--- config.mk ---
export PLATFORM = sky130hd
export DESIGN_NAME = arb_2t_wrr_flat
export DESIGN_NICKNAME = d
export VERILOG_FILES = /design/src/rtl/arb_2t_wrr_if.sv /design/src/rtl/arb_2t_wrr.sv /design/src/flat_wrapper.sv
export SDC_FILE = /design/constraint.sdc
export NUM_CORES = 1
export LEC_CHECK = 0
export CORE_MARGIN = 2
export CORE_UTILIZATION = 50
export DETAILED_ROUTE_END_ITERATION = 12
export PLACE_DENSITY = 0.88
export SYNTH_ARGS = -nofsm -noshare
export SYNTH_HDL_FRONTEND = slang
export SYNTH_SLANG_ARGS = --single-unit
export TNS_END_PERCENT = 30
--- constraint.sdc ---
create_clock -name clk -period 11.7 [get_ports clk]
set_input_delay 1.17 -clock clk [delete_from_list [all_inputs] [get_ports clk]]
set_output_delay 1.17 -clock clk [all_outputs]
set_load 0.005 [all_outputs]
--- src/rtl/arb_2t_wrr_if.sv ---
// Bus bundle for the two-tier weighted round-robin arbiter.
//   master : requester side, drives enable/request/prior/quota/lock/mask, observes grant status
//   slave  : arbiter side, samples the request bundle, drives parked/granted/locked/grant/index
// Fields of prior and quota are packed per requester: field i = vec[i*W +: W].
interface arb_2t_wrr_if #(
  parameter int unsigned N       = 4,
  parameter int unsigned P_WIDTH = 2,
  parameter int unsigned Q_WIDTH = 3,
  parameter int unsigned IDX_W   = (N > 1) ? $clog2(N) : 1
);
  logic                   enable;
  logic [N-1:0]           request;
  logic [P_WIDTH*N-1:0]   prior;
  logic [Q_WIDTH*N-1:0]   quota;
  logic [N-1:0]           lock;
  logic [N-1:0]           mask;
  logic                   parked;
  logic                   granted;
  logic                   locked;
  logic [N-1:0]           grant;
  logic [IDX_W-1:0]       grant_index;

  modport master (
    output enable, request, prior, quota, lock, mask,
    input  parked, granted, locked, grant, grant_index
  );

  modport slave (
    input  enable, request, prior, quota, lock, mask,
    output parked, granted, locked, grant, grant_index
  );
endinterface

--- src/rtl/arb_2t_wrr.sv ---
// Two-tier arbiter for N requesters: tier 1 picks the highest effective priority, tier 2 breaks
// ties round-robin starting after the last winner. The grantee may hold the grant for up to
// max(quota,1) consecutive cycles, or indefinitely while it asserts lock. Masked requesters are
// never eligible. When nobody is eligible the grant parks on PARK_INDEX (PARK_MODE=1) or is zero.
// All outputs are registered: inputs sampled on one edge show up after that edge.
//
// Ports
//   clk   : clock, all state on the rising edge
//   rst   : synchronous active-high reset
//   init  : synchronous active-high soft clear, same effect as rst
//   bus   : arb_2t_wrr_if.slave (enable, request, prior, quota, lock, mask in;
//           parked, granted, locked, grant, grant_index out)
//
// Configuration macro ARB_2T_AGE_EN: when defined, each requester has an 8-bit saturating wait
// counter; once it reaches AGE_LIMIT the requester competes at the top priority level, which
// bounds the wait of any non-locked requester. When undefined there is no ageing.
module arb_2t_wrr #(
  parameter int unsigned N          = 4,
  parameter int unsigned P_WIDTH    = 2,
  parameter int unsigned Q_WIDTH    = 3,
  parameter int unsigned PARK_MODE  = 1,
  parameter int unsigned PARK_INDEX = 0,
  parameter int unsigned AGE_LIMIT  = 15
) (
  input  logic        clk,
  input  logic        rst,
  input  logic        init,
  arb_2t_wrr_if.slave bus
);
  localparam int unsigned IDX_W = $clog2(N);

  localparam logic [N-1:0]     ParkGrant = (PARK_MODE != 0) ? (N'(1) << PARK_INDEX) : {N{1'b0}};
  localparam logic [IDX_W-1:0] ParkIdx   = (PARK_MODE != 0) ? IDX_W'(PARK_INDEX) : {IDX_W{1'b0}};
  localparam logic             ParkFlag  = (PARK_MODE != 0);

  if (N < 2 || N > 32 || PARK_INDEX >= N || AGE_LIMIT < 1 || AGE_LIMIT > 255 ||
      P_WIDTH < 1 || Q_WIDTH < 1) begin : g_bad_param
    $error("arb_2t_wrr: illegal parameter value");
  end

  logic [N-1:0]       grant_q, grant_d;
  logic [IDX_W-1:0]   idx_q, idx_d;
  logic               parked_q, parked_d;
  logic               granted_q, granted_d;
  logic               locked_q, locked_d;
  logic [IDX_W-1:0]   rr_q, rr_d;
  logic [Q_WIDTH-1:0] burst_q, burst_d;

  logic [N-1:0]       elig;
  logic [P_WIDTH-1:0] eff_pri [N];

  assign elig = bus.request & ~bus.mask;

`ifdef ARB_2T_AGE_EN
  logic [7:0] age_q [N];
  logic [7:0] age_d [N];

  always_comb begin
    for (int i = 0; i < int'(N); i++) begin
      eff_pri[i] = (age_q[i] >= 8'(AGE_LIMIT)) ? {P_WIDTH{1'b1}}
                                                : bus.prior[i*P_WIDTH +: P_WIDTH];
    end
  end

  // Only a real grant resets the wait; the park grant does not count as service.
  always_comb begin
    for (int i = 0; i < int'(N); i++) begin
      age_d[i] = age_q[i];
      if (bus.enable) begin
        if (elig[i] && !(grant_q[i] && granted_q)) begin
          age_d[i] = (age_q[i] == 8'hFF) ? age_q[i] : age_q[i] + 8'd1;
        end else begin
          age_d[i] = 8'd0;
        end
      end
    end
  end

  always_ff @(posedge clk) begin
    for (int i = 0; i < int'(N); i++) begin
      if (rst || init) begin
        age_q[i] <= 8'd0;
      end else begin
        age_q[i] <= age_d[i];
      end
    end
  end
`else
  always_comb begin
    for (int i = 0; i < int'(N); i++) begin
      eff_pri[i] = bus.prior[i*P_WIDTH +: P_WIDTH];
    end
  end
`endif

  // Scan from the requester after the round-robin pointer; strict '>' keeps the first of equals.
  logic               win_found;
  logic [P_WIDTH-1:0] win_pri;
  logic [IDX_W-1:0]   win_idx;

  always_comb begin
    int j;
    j         = 0;
    win_found = 1'b0;
    win_pri   = '0;
    win_idx   = '0;
    for (int k = 1; k <= int'(N); k++) begin
      j = int'(rr_q) + k;
      if (j >= int'(N)) j = j - int'(N);
      if (elig[j] && (!win_found || eff_pri[j] > win_pri)) begin
        win_found = 1'b1;
        win_pri   = eff_pri[j];
        win_idx   = IDX_W'(j);
      end
    end
  end

  logic               g_elig;
  logic               g_lock;
  logic [Q_WIDTH-1:0] q_raw;
  logic [Q_WIDTH-1:0] q_eff;
  logic [Q_WIDTH:0]   burst_inc;

  assign g_elig    = granted_q & elig[idx_q];
  assign g_lock    = bus.lock[idx_q];
  assign q_raw     = bus.quota[int'(idx_q)*Q_WIDTH +: Q_WIDTH];
  assign q_eff     = (q_raw == '0) ? Q_WIDTH'(1) : q_raw;
  assign burst_inc = {1'b0, burst_q} + (Q_WIDTH+1)'(1);

  always_comb begin
    grant_d   = ParkGrant;
    idx_d     = ParkIdx;
    parked_d  = ParkFlag;
    granted_d = 1'b0;
    locked_d  = 1'b0;
    rr_d      = rr_q;
    burst_d   = '0;
    if (bus.enable) begin
      if (g_elig && g_lock) begin
        grant_d   = grant_q;
        idx_d     = idx_q;
        parked_d  = 1'b0;
        granted_d = 1'b1;
        locked_d  = 1'b1;
        // Saturate so a released lock falls straight through to arbitration.
        burst_d   = (burst_q < q_eff) ? burst_q + Q_WIDTH'(1) : burst_q;
      end else if (g_elig && (burst_inc < {1'b0, q_eff})) begin
        grant_d   = grant_q;
        idx_d     = idx_q;
        parked_d  = 1'b0;
        granted_d = 1'b1;
        burst_d   = burst_inc[Q_WIDTH-1:0];
      end else if (win_found) begin
        grant_d   = N'(1) << win_idx;
        idx_d     = win_idx;
        parked_d  = 1'b0;
        granted_d = 1'b1;
        rr_d      = win_idx;
      end
    end
  end

  always_ff @(posedge clk) begin
    if (rst || init) begin
      grant_q   <= ParkGrant;
      idx_q     <= ParkIdx;
      parked_q  <= ParkFlag;
      granted_q <= 1'b0;
      locked_q  <= 1'b0;
      rr_q      <= IDX_W'(N - 1);
      burst_q   <= '0;
    end else begin
      grant_q   <= grant_d;
      idx_q     <= idx_d;
      parked_q  <= parked_d;
      granted_q <= granted_d;
      locked_q  <= locked_d;
      rr_q      <= rr_d;
      burst_q   <= burst_d;
    end
  end

  assign bus.grant       = grant_q;
  assign bus.grant_index = idx_q;
  assign bus.parked      = parked_q;
  assign bus.granted     = granted_q;
  assign bus.locked      = locked_q;
endmodule

--- src/flat_wrapper.sv ---
// flat-port wrapper written by rule: the top's interface ports become plain ports
module arb_2t_wrr_flat 
#(
  parameter int unsigned N          = 4,
  parameter int unsigned P_WIDTH    = 2,
  parameter int unsigned Q_WIDTH    = 3,
  parameter int unsigned PARK_MODE  = 1,
  parameter int unsigned PARK_INDEX = 0,
  parameter int unsigned AGE_LIMIT  = 15
)
  (clk, rst, init, bus_enable, bus_request, bus_prior, bus_quota, bus_lock, bus_mask, bus_parked, bus_granted, bus_locked, bus_grant, bus_grant_index);
  arb_2t_wrr_if #(.N(N), .P_WIDTH(P_WIDTH), .Q_WIDTH(Q_WIDTH)) bus_i ();
  input  logic clk;
  input  logic rst;
  input  logic init;
  input wire logic [$bits(bus_i.enable)-1:0] bus_enable;
  input wire logic [$bits(bus_i.request)-1:0] bus_request;
  input wire logic [$bits(bus_i.prior)-1:0] bus_prior;
  input wire logic [$bits(bus_i.quota)-1:0] bus_quota;
  input wire logic [$bits(bus_i.lock)-1:0] bus_lock;
  input wire logic [$bits(bus_i.mask)-1:0] bus_mask;
  output wire logic [$bits(bus_i.parked)-1:0] bus_parked;
  output wire logic [$bits(bus_i.granted)-1:0] bus_granted;
  output wire logic [$bits(bus_i.locked)-1:0] bus_locked;
  output wire logic [$bits(bus_i.grant)-1:0] bus_grant;
  output wire logic [$bits(bus_i.grant_index)-1:0] bus_grant_index;
  assign bus_i.enable = bus_enable;
  assign bus_i.request = bus_request;
  assign bus_i.prior = bus_prior;
  assign bus_i.quota = bus_quota;
  assign bus_i.lock = bus_lock;
  assign bus_i.mask = bus_mask;
  assign bus_parked = bus_i.parked;
  assign bus_granted = bus_i.granted;
  assign bus_locked = bus_i.locked;
  assign bus_grant = bus_i.grant;
  assign bus_grant_index = bus_i.grant_index;
  arb_2t_wrr #(.N(N), .P_WIDTH(P_WIDTH), .Q_WIDTH(Q_WIDTH), .PARK_MODE(PARK_MODE), .PARK_INDEX(PARK_INDEX), .AGE_LIMIT(AGE_LIMIT)) u_core (.clk(clk), .rst(rst), .init(init), .bus(bus_i));
endmodule
==> summary.txt <==
Finish
  – Layout fillers: 247
  – Share of cells above drive strength 1: 11.9%
  – FF+latch area: 280 um^2
  – Area of the multi-input gates: 0.00116 mm^2
  – Fin nets: 266
  – Post-route insts no fill: 251
  – Diode count: 0
  – Area grow syn2layout: 30.3%

Worst setup path
  – Critical path required time: 11880 ps
  – Reg2Reg Setup Slack: 5100 ps
  – R2R depth: 25
  – Most used cell along the critical path: o21ai_0
  – CP endpoint kind: register
  – CP delay by family, top: compound AO/OA/AOI/OAI gates
  – WP data arrival: 7260 ps
  – CP max stage delay: 510 ps
  – CP startpoint kind: input port
  – Max FO, Critical Path: 5
  – Worst path depth: 26
  – WP buf/inv: 3
  – Worst path slowest cell: clkdlybuf4s50_1
  – CP Class: input port to register

CTS
  – Total CTS buffers: 3
  – CTS Root Cell: clkbuf_4
  – Htree depth: 1
  – Sink Count: 14
  – Worst-Skew Late Latency: 280 ps
  – Hold Buf Count CTS: 0
  – CTS tree: yes
  – Clock buffer depth: 2
  – CTS clk-pin slew, worst paths: 90 ps
  – Setup Fix Bufs, Post-CTS: 0
  – Resize count post-CTS: 0

Timing
  – Final hold vios: 0
  – Setup Viol. Count Final: 0
  – Measured slew at the worst slew-check pin: 955 ps
  – RSZ-0062 raised after global routing: no
  – Final Max Tran Viols: 0
  – Min cycle time layout: 7080 ps
  – Clock skew: 3.30 ps
  – Share of the cycle needed by the critical path after routing: 60.5%
  – F_max: 0.141 GHz
  – Setup_tns: 0 ps
  – Rel. slew slack: 36.2%

Synthesis
  – Flops & latches, synth: 14
  – Ys async rst share: 0%
  – Yosys cell types: 54
  – Cell count after synthesis: 177
  – Yosys top cell area share: 18.2%
  – Sequential area share after synthesis: 18.2%
  – EDFF count, synth: 0
  – Syn nets: 224
  – Most common library cells after synthesis: 17 x nand2_1, 14 x dfxtp_1, 14 x nor2_1, 11 x ha_1, 11 x inv_1
  – Post-synthesis cell area: 0.00154 mm^2
  – Mean Syn Cell Area: 8.72 um^2
  – Synth area leaders: dfxtp_1 18%, mux4_2 10%, ha_1 8.9%, nand2_1 4.1%, mux2i_1 3.9%
  – Ys flop type: dfxtp_1
  – Yosys top cell by area: dfxtp_1
  – Top-count cell post-synth: nand2_1
  – Synth warnings: 0

Placement
  – Post-DP HPWL: 2880 um
  – Inst Count DP: 247
  – Routability cong.: 0.863
  – IO Port Bufs: 44

Die
  – Row count: 20
  – Core footprint: 0.00300 mm^2
  – Die Ht: 59.5 um
  – Initial Utilization: 51.4%
  – Die area: 0.00355 mm^2
  – I/O pin count: 45
  – Die W: 59.5 um

Global routing
  – Initial antenna violation count: 0
  – Total congestion overflow: 0
  – Number of global-route vias before repair: 1426
  – Largest net degree at the start of global routing: 27
  – First-pass GRT wire length: 5890 um
  – Total global-route track usage: 21.1%

Run status
  – Status: finished, final reports clean

Hold path
  – Hold path cells: 2
  – Worst hold path type: register to register

Drt
  – Remaining antenna violation count: 0
  – Pre-antenna DRT Iters: 4
  – Via count: 1491
  – Drt wl/cell: 14.2 um
  – Number of vias per cell: 5.94
  – Final routed DRC violation total: 0
  – Post-Route WL: 3550 um
  – Initial DRC count: 63

Pwr
  – Lkg Pwr: 0.000794 uW
  – Worst IR Drop VDD: 0.0000506 V
  – Pwr dens: 75.7 mW/mm^2

Job
  – Max-cap viol count: 0
## placed cells by master, fill, tap and decap left out, types with 5 or more instances in the layout
cell,synthesis,layout
nand3_1,6,6
dfxtp_1,14,14
mux2_2,5,5
clkdlybuf4s50_1,0,44
mux4_2,7,7
nand2_1,17,17
mux2i_1,6,6
inv_1,11,11
a21oi_1,8,8
o21ai_0,10,10
ha_1,11,11
nor2b_1,8,8
nor2_1,14,14
## through the flow
step	instance area [um^2]	total power, uW	utilization (%)	hold slack [ps]	worst slack [ps]
2_1_floorplan	1540	94.5	-	449	5720
3_3_place_gp	1970	116	65.8	443	4750
3_5_place_dp	1970	118	65.8	457	4470
4_1_cts	2010	153	67.0	477	4740
5_1_grt	2010	163	67.0	510	4190
6_report	2010	152	67.0	470	4620
## final timing paths
check                            from                  end
setup / recovery       bus_request[1]  u_core.bus.grant[1]
hold / removal    u_core.bus.grant[2]  u_core.bus.grant[2]
setup reg to reg       u_core.rr_q[1]  u_core.bus.grant[1]
hold reg to reg   u_core.bus.grant[2]  u_core.bus.grant[2]
## registers in the layout, indices dropped and copies added, names as in the netlist
signal,flops
u_core.rr_q,2
u_core.burst_q,3
u_core.bus.locked,1
u_core.bus.grant_index,2
u_core.bus.parked,1
u_core.bus.grant,4
u_core.bus.granted,1
## power breakdown
group	total [uW]	internal [uW]	switching, uW
clock network	34.7	18.9	15.8
registers	53.1	49.2	3.92
logic	64.4	34.8	29.5
total	152	103	49.2
## worst min-delay path, stage by stage, from the launching register on
cell and delay, ps:
dfxtp_1 340, nand2_1 50, o21ai_0 60
## kinds of logic after synthesis
| group | synth area share [%] |
|---|---|
| buffers and inverters | 6.41 |
| and+or+nand+nor | 21.2 |
| muxes | 22.6 |
| DFF | 18.2 |
| AOI/OAI and AO/OA | 22.1 |
| xor gates and xnor gates | 0.568 |
| adders and majority gates | 8.92 |
## layout make-up
type                            instances  share of cell area, %
Sequential cell                        14                   13.9
Tap cell                               33                   2.05
Clock buffer                            4                   1.80
Inverter                               13                   2.43
Multi-Input combinational cell        143                   57.9
Timing Repair Buffer                   44                   21.9
## per-layer routing
metal  part of all wire (%)  vias to the layer above  track usage (%)
li1                       -                      752                -
met1                     44                      676             25.9
met2                     49                       57             38.1
met3                    6.5                        6             4.37
met4                   0.96                        0             3.81
met5                      0                        -                0
Power figures use the tool's default switching activity.
